<file path="config.mk">
export PLATFORM = sky130hd
export DESIGN_NAME = midi_tx_flat
export DESIGN_NICKNAME = d
export VERILOG_FILES = /design/src/rtl/midi_tx_pkg.sv /design/src/rtl/midi_tx_if.sv /design/src/rtl/midi_tx_uart_tx_byte.sv /design/src/rtl/midi_tx.sv /design/src/flat_wrapper.sv
export SDC_FILE = /design/constraint.sdc
export NUM_CORES = 1
export LEC_CHECK = 0
export BUFFER_PORTS_ARGS = -buffer_cell sky130_fd_sc_hd__buf_4
export CORE_ASPECT_RATIO = 1.4
export CORE_UTILIZATION = 33
export DETAILED_ROUTE_END_ITERATION = 12
export SLEW_MARGIN = 20
export SYNTH_ARGS = -nofsm -noshare
export SYNTH_HDL_FRONTEND = slang
export SYNTH_HIERARCHICAL = 1
export SYNTH_SLANG_ARGS = --single-unit
</file>
<file path="constraint.sdc">
create_clock -name i_clk -period 5.6 [get_ports i_clk]
set_input_delay 0.56 -clock i_clk [delete_from_list [all_inputs] [get_ports i_clk]]
set_output_delay 0.56 -clock i_clk [all_outputs]
set_load 0.1 [all_outputs]
</file>
<file path="src/rtl/midi_tx_pkg.sv">
// Shared MIDI constants, status-byte classification and message-length decode.
package midi_tx_pkg;

  localparam int unsigned MidiBaud = 31_250;

  typedef enum logic [1:0] {
    ClsChannel,
    ClsSysCommon,
    ClsRealtime,
    ClsInvalid
  } status_cls_e;

  function automatic status_cls_e status_cls(input logic [7:0] status);
    if (!status[7]) begin
      return ClsInvalid;
    end else if (status[7:4] != 4'hF) begin
      return ClsChannel;
    end else if (!status[3]) begin
      return ClsSysCommon;
    end else begin
      return ClsRealtime;
    end
  endfunction

  // Total bytes on the wire for a message, status byte included.
  function automatic logic [1:0] msg_len(input logic [7:0] status);
    case (status[7:4])
      4'h8, 4'h9, 4'hA, 4'hB, 4'hE: return 2'd3;
      4'hC, 4'hD:                   return 2'd2;
      4'hF: begin
        case (status[3:0])
          4'h2:       return 2'd3;
          4'h1, 4'h3: return 2'd2;
          default:    return 2'd1;
        endcase
      end
      default: return 2'd1;
    endcase
  endfunction

endpackage

</file>
<file path="src/rtl/midi_tx_if.sv">
// Message handshake channel into the MIDI transmitter.
interface midi_tx_if;
  logic       in_valid;
  logic       in_ready;
  logic [7:0] in_status;
  logic [6:0] in_data1;
  logic [6:0] in_data2;

  modport master (output in_valid, in_status, in_data1, in_data2, input in_ready);
  modport slave  (input in_valid, in_status, in_data1, in_data2, output in_ready);
endinterface

</file>
<file path="src/rtl/midi_tx_uart_tx_byte.sv">
// One 8N1 frame per start pulse; a start during the final stop cycle chains frames with no gap.
module midi_tx_uart_tx_byte #(
  parameter int unsigned Div = 3200
) (
  input  logic       i_clk,
  input  logic       i_rst_n,
  input  logic       i_start,
  input  logic [7:0] i_byte,
  output logic       o_done,
  output logic       o_tx
);

  localparam int unsigned CntW = (Div > 1) ? $clog2(Div) : 1;
  localparam logic [CntW-1:0] CntLast = CntW'(Div - 1);

  typedef enum logic [1:0] {StIdle, StStart, StData, StStop} state_e;

  state_e          r_state, w_state_nxt;
  logic [CntW-1:0] r_cnt, w_cnt_nxt;
  logic [2:0]      r_bit, w_bit_nxt;
  logic [7:0]      r_shift, w_shift_nxt;
  logic            w_bit_end;

  assign w_bit_end = (r_cnt == CntLast);
  assign o_done    = (r_state == StStop) && w_bit_end;

  always_comb begin
    o_tx = 1'b1;
    case (r_state)
      StStart: o_tx = 1'b0;
      StData:  o_tx = r_shift[0];
      default: o_tx = 1'b1;
    endcase
  end

  always_comb begin
    w_state_nxt = r_state;
    w_cnt_nxt   = w_bit_end ? '0 : r_cnt + 1'b1;
    w_bit_nxt   = r_bit;
    w_shift_nxt = r_shift;
    case (r_state)
      StIdle: begin
        w_cnt_nxt = '0;
        if (i_start) begin
          w_state_nxt = StStart;
          w_shift_nxt = i_byte;
        end
      end
      StStart: begin
        if (w_bit_end) begin
          w_state_nxt = StData;
          w_bit_nxt   = 3'd0;
        end
      end
      StData: begin
        if (w_bit_end) begin
          w_shift_nxt = {1'b1, r_shift[7:1]};
          w_bit_nxt   = r_bit + 3'd1;
          if (r_bit == 3'd7) begin
            w_state_nxt = StStop;
          end
        end
      end
      StStop: begin
        if (w_bit_end) begin
          if (i_start) begin
            w_state_nxt = StStart;
            w_shift_nxt = i_byte;
          end else begin
            w_state_nxt = StIdle;
          end
        end
      end
      default: w_state_nxt = StIdle;
    endcase
  end

  always_ff @(posedge i_clk) begin
    if (!i_rst_n) begin
      r_state <= StIdle;
      r_cnt   <= '0;
      r_bit   <= '0;
      r_shift <= '0;
    end else begin
      r_state <= w_state_nxt;
      r_cnt   <= w_cnt_nxt;
      r_bit   <= w_bit_nxt;
      r_shift <= w_shift_nxt;
    end
  end

endmodule

</file>
<file path="src/rtl/midi_tx.sv">
// MIDI OUT message transmitter: length decode, running status and per-byte sequencing.
// The first byte starts on the accepting edge; later bytes load in the previous stop bit's last cycle.
module midi_tx
  import midi_tx_pkg::*;
#(
  parameter int unsigned CLK_HZ         = 100_000_000,
  parameter int unsigned BAUD           = MidiBaud,
  parameter bit          RUNNING_STATUS = 1'b1
) (
  input  logic i_clk,
  input  logic i_rst_n,
  midi_tx_if.slave i_msg,
  output logic o_tx,
  output logic o_busy,
  output logic o_err
);

  localparam int unsigned Div = CLK_HZ / BAUD;

  typedef enum logic [1:0] {StIdle, StSend, StErr} state_e;

  state_e      r_state, w_state_nxt;
  logic [7:0]  r_status, r_run, w_run_nxt;
  logic [6:0]  r_data1, r_data2;
  logic [1:0]  r_idx, w_idx_nxt, r_last;
  logic [1:0]  w_len, w_first;
  logic [7:0]  w_byte, w_sel;
  logic        w_accept, w_skip, w_start, w_done;
  status_cls_e w_cls;

  assign w_accept = i_msg.in_valid && (r_state == StIdle);
  assign w_cls    = status_cls(i_msg.in_status);
  assign w_len    = msg_len(i_msg.in_status);
  // r_run == 0 means no stored status; a channel status can never equal it.
  assign w_skip   = RUNNING_STATUS && (w_cls == ClsChannel) && (i_msg.in_status == r_run);
  assign w_first  = w_skip ? 2'd1 : 2'd0;
  assign w_sel    = (r_idx == 2'd0) ? r_status :
                    (r_idx == 2'd1) ? {1'b0, r_data1} : {1'b0, r_data2};

  assign i_msg.in_ready = (r_state == StIdle);
  assign o_busy         = (r_state == StSend);
  assign o_err          = (r_state == StErr);

  always_comb begin
    w_state_nxt = r_state;
    w_start     = 1'b0;
    w_byte      = 8'hFF;
    w_idx_nxt   = r_idx;
    w_run_nxt   = r_run;
    case (r_state)
      StIdle: begin
        if (w_accept) begin
          if (w_cls == ClsInvalid) begin
            w_state_nxt = StErr;
          end else begin
            w_state_nxt = StSend;
            w_start     = 1'b1;
            w_byte      = w_skip ? {1'b0, i_msg.in_data1} : i_msg.in_status;
            w_idx_nxt   = w_first + 2'd1;
            if (RUNNING_STATUS) begin
              case (w_cls)
                ClsChannel:   w_run_nxt = i_msg.in_status;
                ClsSysCommon: w_run_nxt = '0;
                default:      w_run_nxt = r_run;
              endcase
            end
          end
        end
      end
      StSend: begin
        if (w_done) begin
          if (r_idx <= r_last) begin
            w_start   = 1'b1;
            w_byte    = w_sel;
            w_idx_nxt = r_idx + 2'd1;
          end else begin
            w_state_nxt = StIdle;
          end
        end
      end
      StErr:   w_state_nxt = StIdle;
      default: w_state_nxt = StIdle;
    endcase
  end

  always_ff @(posedge i_clk) begin
    if (!i_rst_n) begin
      r_state  <= StIdle;
      r_run    <= '0;
      r_idx    <= '0;
      r_last   <= '0;
      r_status <= '0;
      r_data1  <= '0;
      r_data2  <= '0;
    end else begin
      r_state <= w_state_nxt;
      r_run   <= w_run_nxt;
      r_idx   <= w_idx_nxt;
      if (w_accept) begin
        r_status <= i_msg.in_status;
        r_data1  <= i_msg.in_data1;
        r_data2  <= i_msg.in_data2;
        r_last   <= w_len - 2'd1;
      end
    end
  end

  midi_tx_uart_tx_byte #(
    .Div(Div)
  ) u_byte (
    .i_clk  (i_clk),
    .i_rst_n(i_rst_n),
    .i_start(w_start),
    .i_byte (w_byte),
    .o_done (w_done),
    .o_tx   (o_tx)
  );

endmodule

</file>
<file path="src/flat_wrapper.sv">
// flat-port wrapper written by rule: the top's interface ports become plain ports
module midi_tx_flat import midi_tx_pkg::*;
#(
  parameter int unsigned CLK_HZ         = 100_000_000,
  parameter int unsigned BAUD           = MidiBaud,
  parameter bit          RUNNING_STATUS = 1'b1
)
  (i_clk, i_rst_n, o_tx, o_busy, o_err, i_msg_in_valid, i_msg_in_status, i_msg_in_data1, i_msg_in_data2, i_msg_in_ready);
  midi_tx_if i_msg_i ();
  input  logic i_clk;
  input  logic i_rst_n;
  output logic o_tx;
  output logic o_busy;
  output logic o_err;
  input wire logic [$bits(i_msg_i.in_valid)-1:0] i_msg_in_valid;
  input wire logic [$bits(i_msg_i.in_status)-1:0] i_msg_in_status;
  input wire logic [$bits(i_msg_i.in_data1)-1:0] i_msg_in_data1;
  input wire logic [$bits(i_msg_i.in_data2)-1:0] i_msg_in_data2;
  output wire logic [$bits(i_msg_i.in_ready)-1:0] i_msg_in_ready;
  assign i_msg_i.in_valid = i_msg_in_valid;
  assign i_msg_i.in_status = i_msg_in_status;
  assign i_msg_i.in_data1 = i_msg_in_data1;
  assign i_msg_i.in_data2 = i_msg_in_data2;
  assign i_msg_in_ready = i_msg_i.in_ready;
  midi_tx #(.CLK_HZ(CLK_HZ), .BAUD(BAUD), .RUNNING_STATUS(RUNNING_STATUS)) u_core (.i_clk(i_clk), .i_rst_n(i_rst_n), .i_msg(i_msg_i), .o_tx(o_tx), .o_busy(o_busy), .o_err(o_err));
endmodule
</file>
==> results.cfg <==
[floorplan]
io_pins = 29
start_util_pct = 33.9
rows = 43
core_area_mm2 = 0.00990
die_w_um = 87.3
die_area_mm2 = 0.0106
die_h_um = 121

[timing]
fin_setup_tns_ns = 0
relSlewSlack_pct = 37.7
drv_slew = 0
fin_skew_ns = 0.00774
post-route-period-util_pct = 47.6
rsz0062_at_grt = no
max_freq_ghz = 0.375
hold_viol = 0
period_needed_ns = 2.67
worstMarginPinSlew_ns = 0.933
setup_viol = 0

[finish]
layout_commonest_cell = nand2_1
most-common-layout-cells = 71 x nand2_1, 61 x dfxtp_1, 30 x buf_4, 28 x nor2_1, 24 x mux2i_1
syn_to_final_growth_pct = 17.2
num_antenna_cells = 0
drive_gt1_share_pct = 19.5
finalNetCount = 442
final_area_mm2 = 0.00394

[clock_network]
numCtsBuffers = 9
ctsHoldBuffers = 0
clock_latency_ns = 0.33
max-clock-path-buffers = 2
cts_tree = done
htreeDepth = 3
cts_resized = 0
numClockSinks = 61
clk_pin_slew_ns = 0.05
cts-root-buf = clkbuf_16
post-cts-setup-buffers = 0

[grt]
grt_overflow = 0
antenna_found_initial = 0
grt_pass1_vias = 2699
grt_usage_pct = 15.6
grt_pass1_wl_mm = 12.8
grt_max_degree = 57

[min_path]
hold_start = u_core/u_byte/r_cnt[0]
min_path_type = reg -> reg

[drt]
ant_nets = 0
wirelength_mm = 7.83
drc = 0
vias = 2793
drtIter0Drc = 111
vias_per_cell = 5.12
wl_per_cell_um = 14.4
drt-pass1-iter-count = 4

[logic_synthesis]
synthFlopType = dfxtp_1
syn_area_mm2 = 0.00336
avgSynthCellArea_um2 = 8.68
ys_ff_latch = 61
synth_edf_count = 0
syn_nets = 422
yosysUniqueCellTypes = 55
syn_inst = 387
ys_async_sr_fraction_pct = 0
synth_warnings = 6
ys_seq_area_share_pct = 36.4

[critical_path]
path_cells = ha_1 -> nor2b_1 -> o21ai_0 -> and3_1 -> a22oi_2 -> mux2_2 -> nand2_1 -> mux2i_1
rr_startpoint = u_core/r_idx[1]
max_stage_delay_ns = 0.74
critPathLaunch = u_core/r_idx[1]
critical_path_class = reg -> reg
cpMaxStageDelayCell = dfxtp_1
end_kind = flip-flop
cp_data_required_time_ns = 5.80
cp_max_fo = 13
critPathLaunchType = flip-flop
cp.arrival_ns = 2.87

[place]
postPlaceCellArea_mm2 = 0.00365
io_buffers = 28
globalplace.congestion = 0.815
dpl.hpwl_mm = 5.43

[power]
irDropWorstVdd_mv = 0.184
p_total_mw = 1.31
power_density_mw_per_mm2 = 333
leakage_nw = 1.50

[flow_run]
max-cap-violations = 0

[outcome]
status = complete, no violations
[kinds of logic (layout without fill, tap and decap cells)]
| kind of cell | Yosys count | after routing | share of synthesized area, % |
|---|---|---|---|
| multiplexers | 39 | 39 | 12.2 |
| flip-flops | 61 | 61 | 36.4 |
| buffers and inverters | 33 | 56 | 4.43 |
| AND/OR/NAND/NOR | 161 | 161 | 23.4 |
| XOR/XNOR | 13 | 13 | 3.39 |
| adder cells (fa/ha/maj) | 10 | 10 | 3.72 |
| AO/OA/AOI/OAI | 70 | 70 | 16.5 |
[synthesized netlist by cell type (all sizes together), types with 2 or more instances]
library cell | number | area [µm²]
xor2 | 5 | 43.8
a41oi | 3 | 26.3
inv | 12 | 45.0
mux2i | 24 | 240
nand2 | 71 | 267
clkbuf | 13 | 48.8
nor2 | 28 | 105
a22oi | 15 | 148
a21boi | 22 | 165
o21ai | 9 | 56.3
nor3 | 4 | 20.0
and3b | 2 | 18.8
and2b | 2 | 17.5
xnor2 | 8 | 70.1
a31oi | 3 | 18.8
nand2b | 2 | 12.5
dfxtp | 61 | 1220
ha | 10 | 125
and2 | 2 | 13.8
nor3b | 4 | 35.0
or3 | 3 | 18.8
a21oi | 6 | 30.0
nor2b | 13 | 83.8
nand4 | 3 | 18.8
and4 | 2 | 21.3
o21a | 3 | 22.5
mux2 | 15 | 169
and3 | 6 | 37.5
nand3 | 13 | 65.1
buf | 8 | 55.1
[power breakdown]
part           switching (mW)  internal (mW)  total (mW)
logic                   0.162          0.104       0.266
clock network           0.192          0.350       0.542
registers              0.0286          0.474       0.503
[layout make-up]
class	instances	area, µm²
inverter	12	45.0
clock inverter	4	50.0
sequential	61	1220
multi-input combinational	293	1990
fill	1047	5960
timing repair buffer	30	225
clock buffer	10	239
tap	135	169
[path summary, 6_finish.rpt]
path	endpoint	slack, ns	cells past startpoint
max	u_core/u_byte/r_shift[5]	2.93	8
min	u_core/u_byte/r_cnt[0]	0.45	1
max reg2reg	u_core/u_byte/r_shift[5]	2.93	8
min reg2reg	u_core/u_byte/r_cnt[0]	0.45	1
[metrics by stage]
| step | setup slack [ns] | hold WS, ns | util, % | cells |
|---|---|---|---|---|
| floorplan | 2.35 | 0.418 | - | 387 |
| global placement | 2.85 | 0.431 | 36.9 | 531 |
| detailed placement | 2.84 | 0.441 | 36.9 | 531 |
| CTS | 2.90 | 0.438 | 39.8 | 545 |
| global route | 2.73 | 0.439 | 39.8 | 545 |
| finish | 2.93 | 0.451 | 39.8 | 545 |
[critical path, delay by kind of cell (launching register included)]
kind | cells | cell delay, ns
AND/OR/NAND/NOR | 3 | 0.71
AO/OA/AOI/OAI | 2 | 0.38
adder cells (fa/ha/maj) | 1 | 0.35
flip-flops | 1 | 0.74
multiplexers | 2 | 0.35
[state kept, by name, summed over array words and instances (netlist names)]
| register | flops |
|---|---|
| u_core/u_byte/r_cnt | 12 |
| u_core/u_byte/r_shift | 8 |
| u_core/r_data2 | 7 |
| u_core/r_idx | 2 |
| u_core/r_state | 2 |
| u_core/u_byte/r_state | 2 |
| u_core/r_run | 8 |
| u_core/r_data1 | 7 |
| u_core/u_byte/r_bit | 3 |
| u_core/r_last | 2 |
| u_core/r_status | 8 |
[routing by layer]
| layer | GRT usage, % | part of all wire [%] | up-vias | wire (µm) |
|---|---|---|---|---|
| met5 | 0 | 0 | - | 0 |
| met4 | 6.15 | 1.5 | 0 | 115 |
| met3 | 4.15 | 4.1 | 15 | 323 |
| met2 | 27.6 | 51 | 67 | 4000 |
| met1 | 17.4 | 43 | 1322 | 3390 |
| li1 | - | - | 1389 | - |
Note: power is estimated with default switching activity, not from simulation.
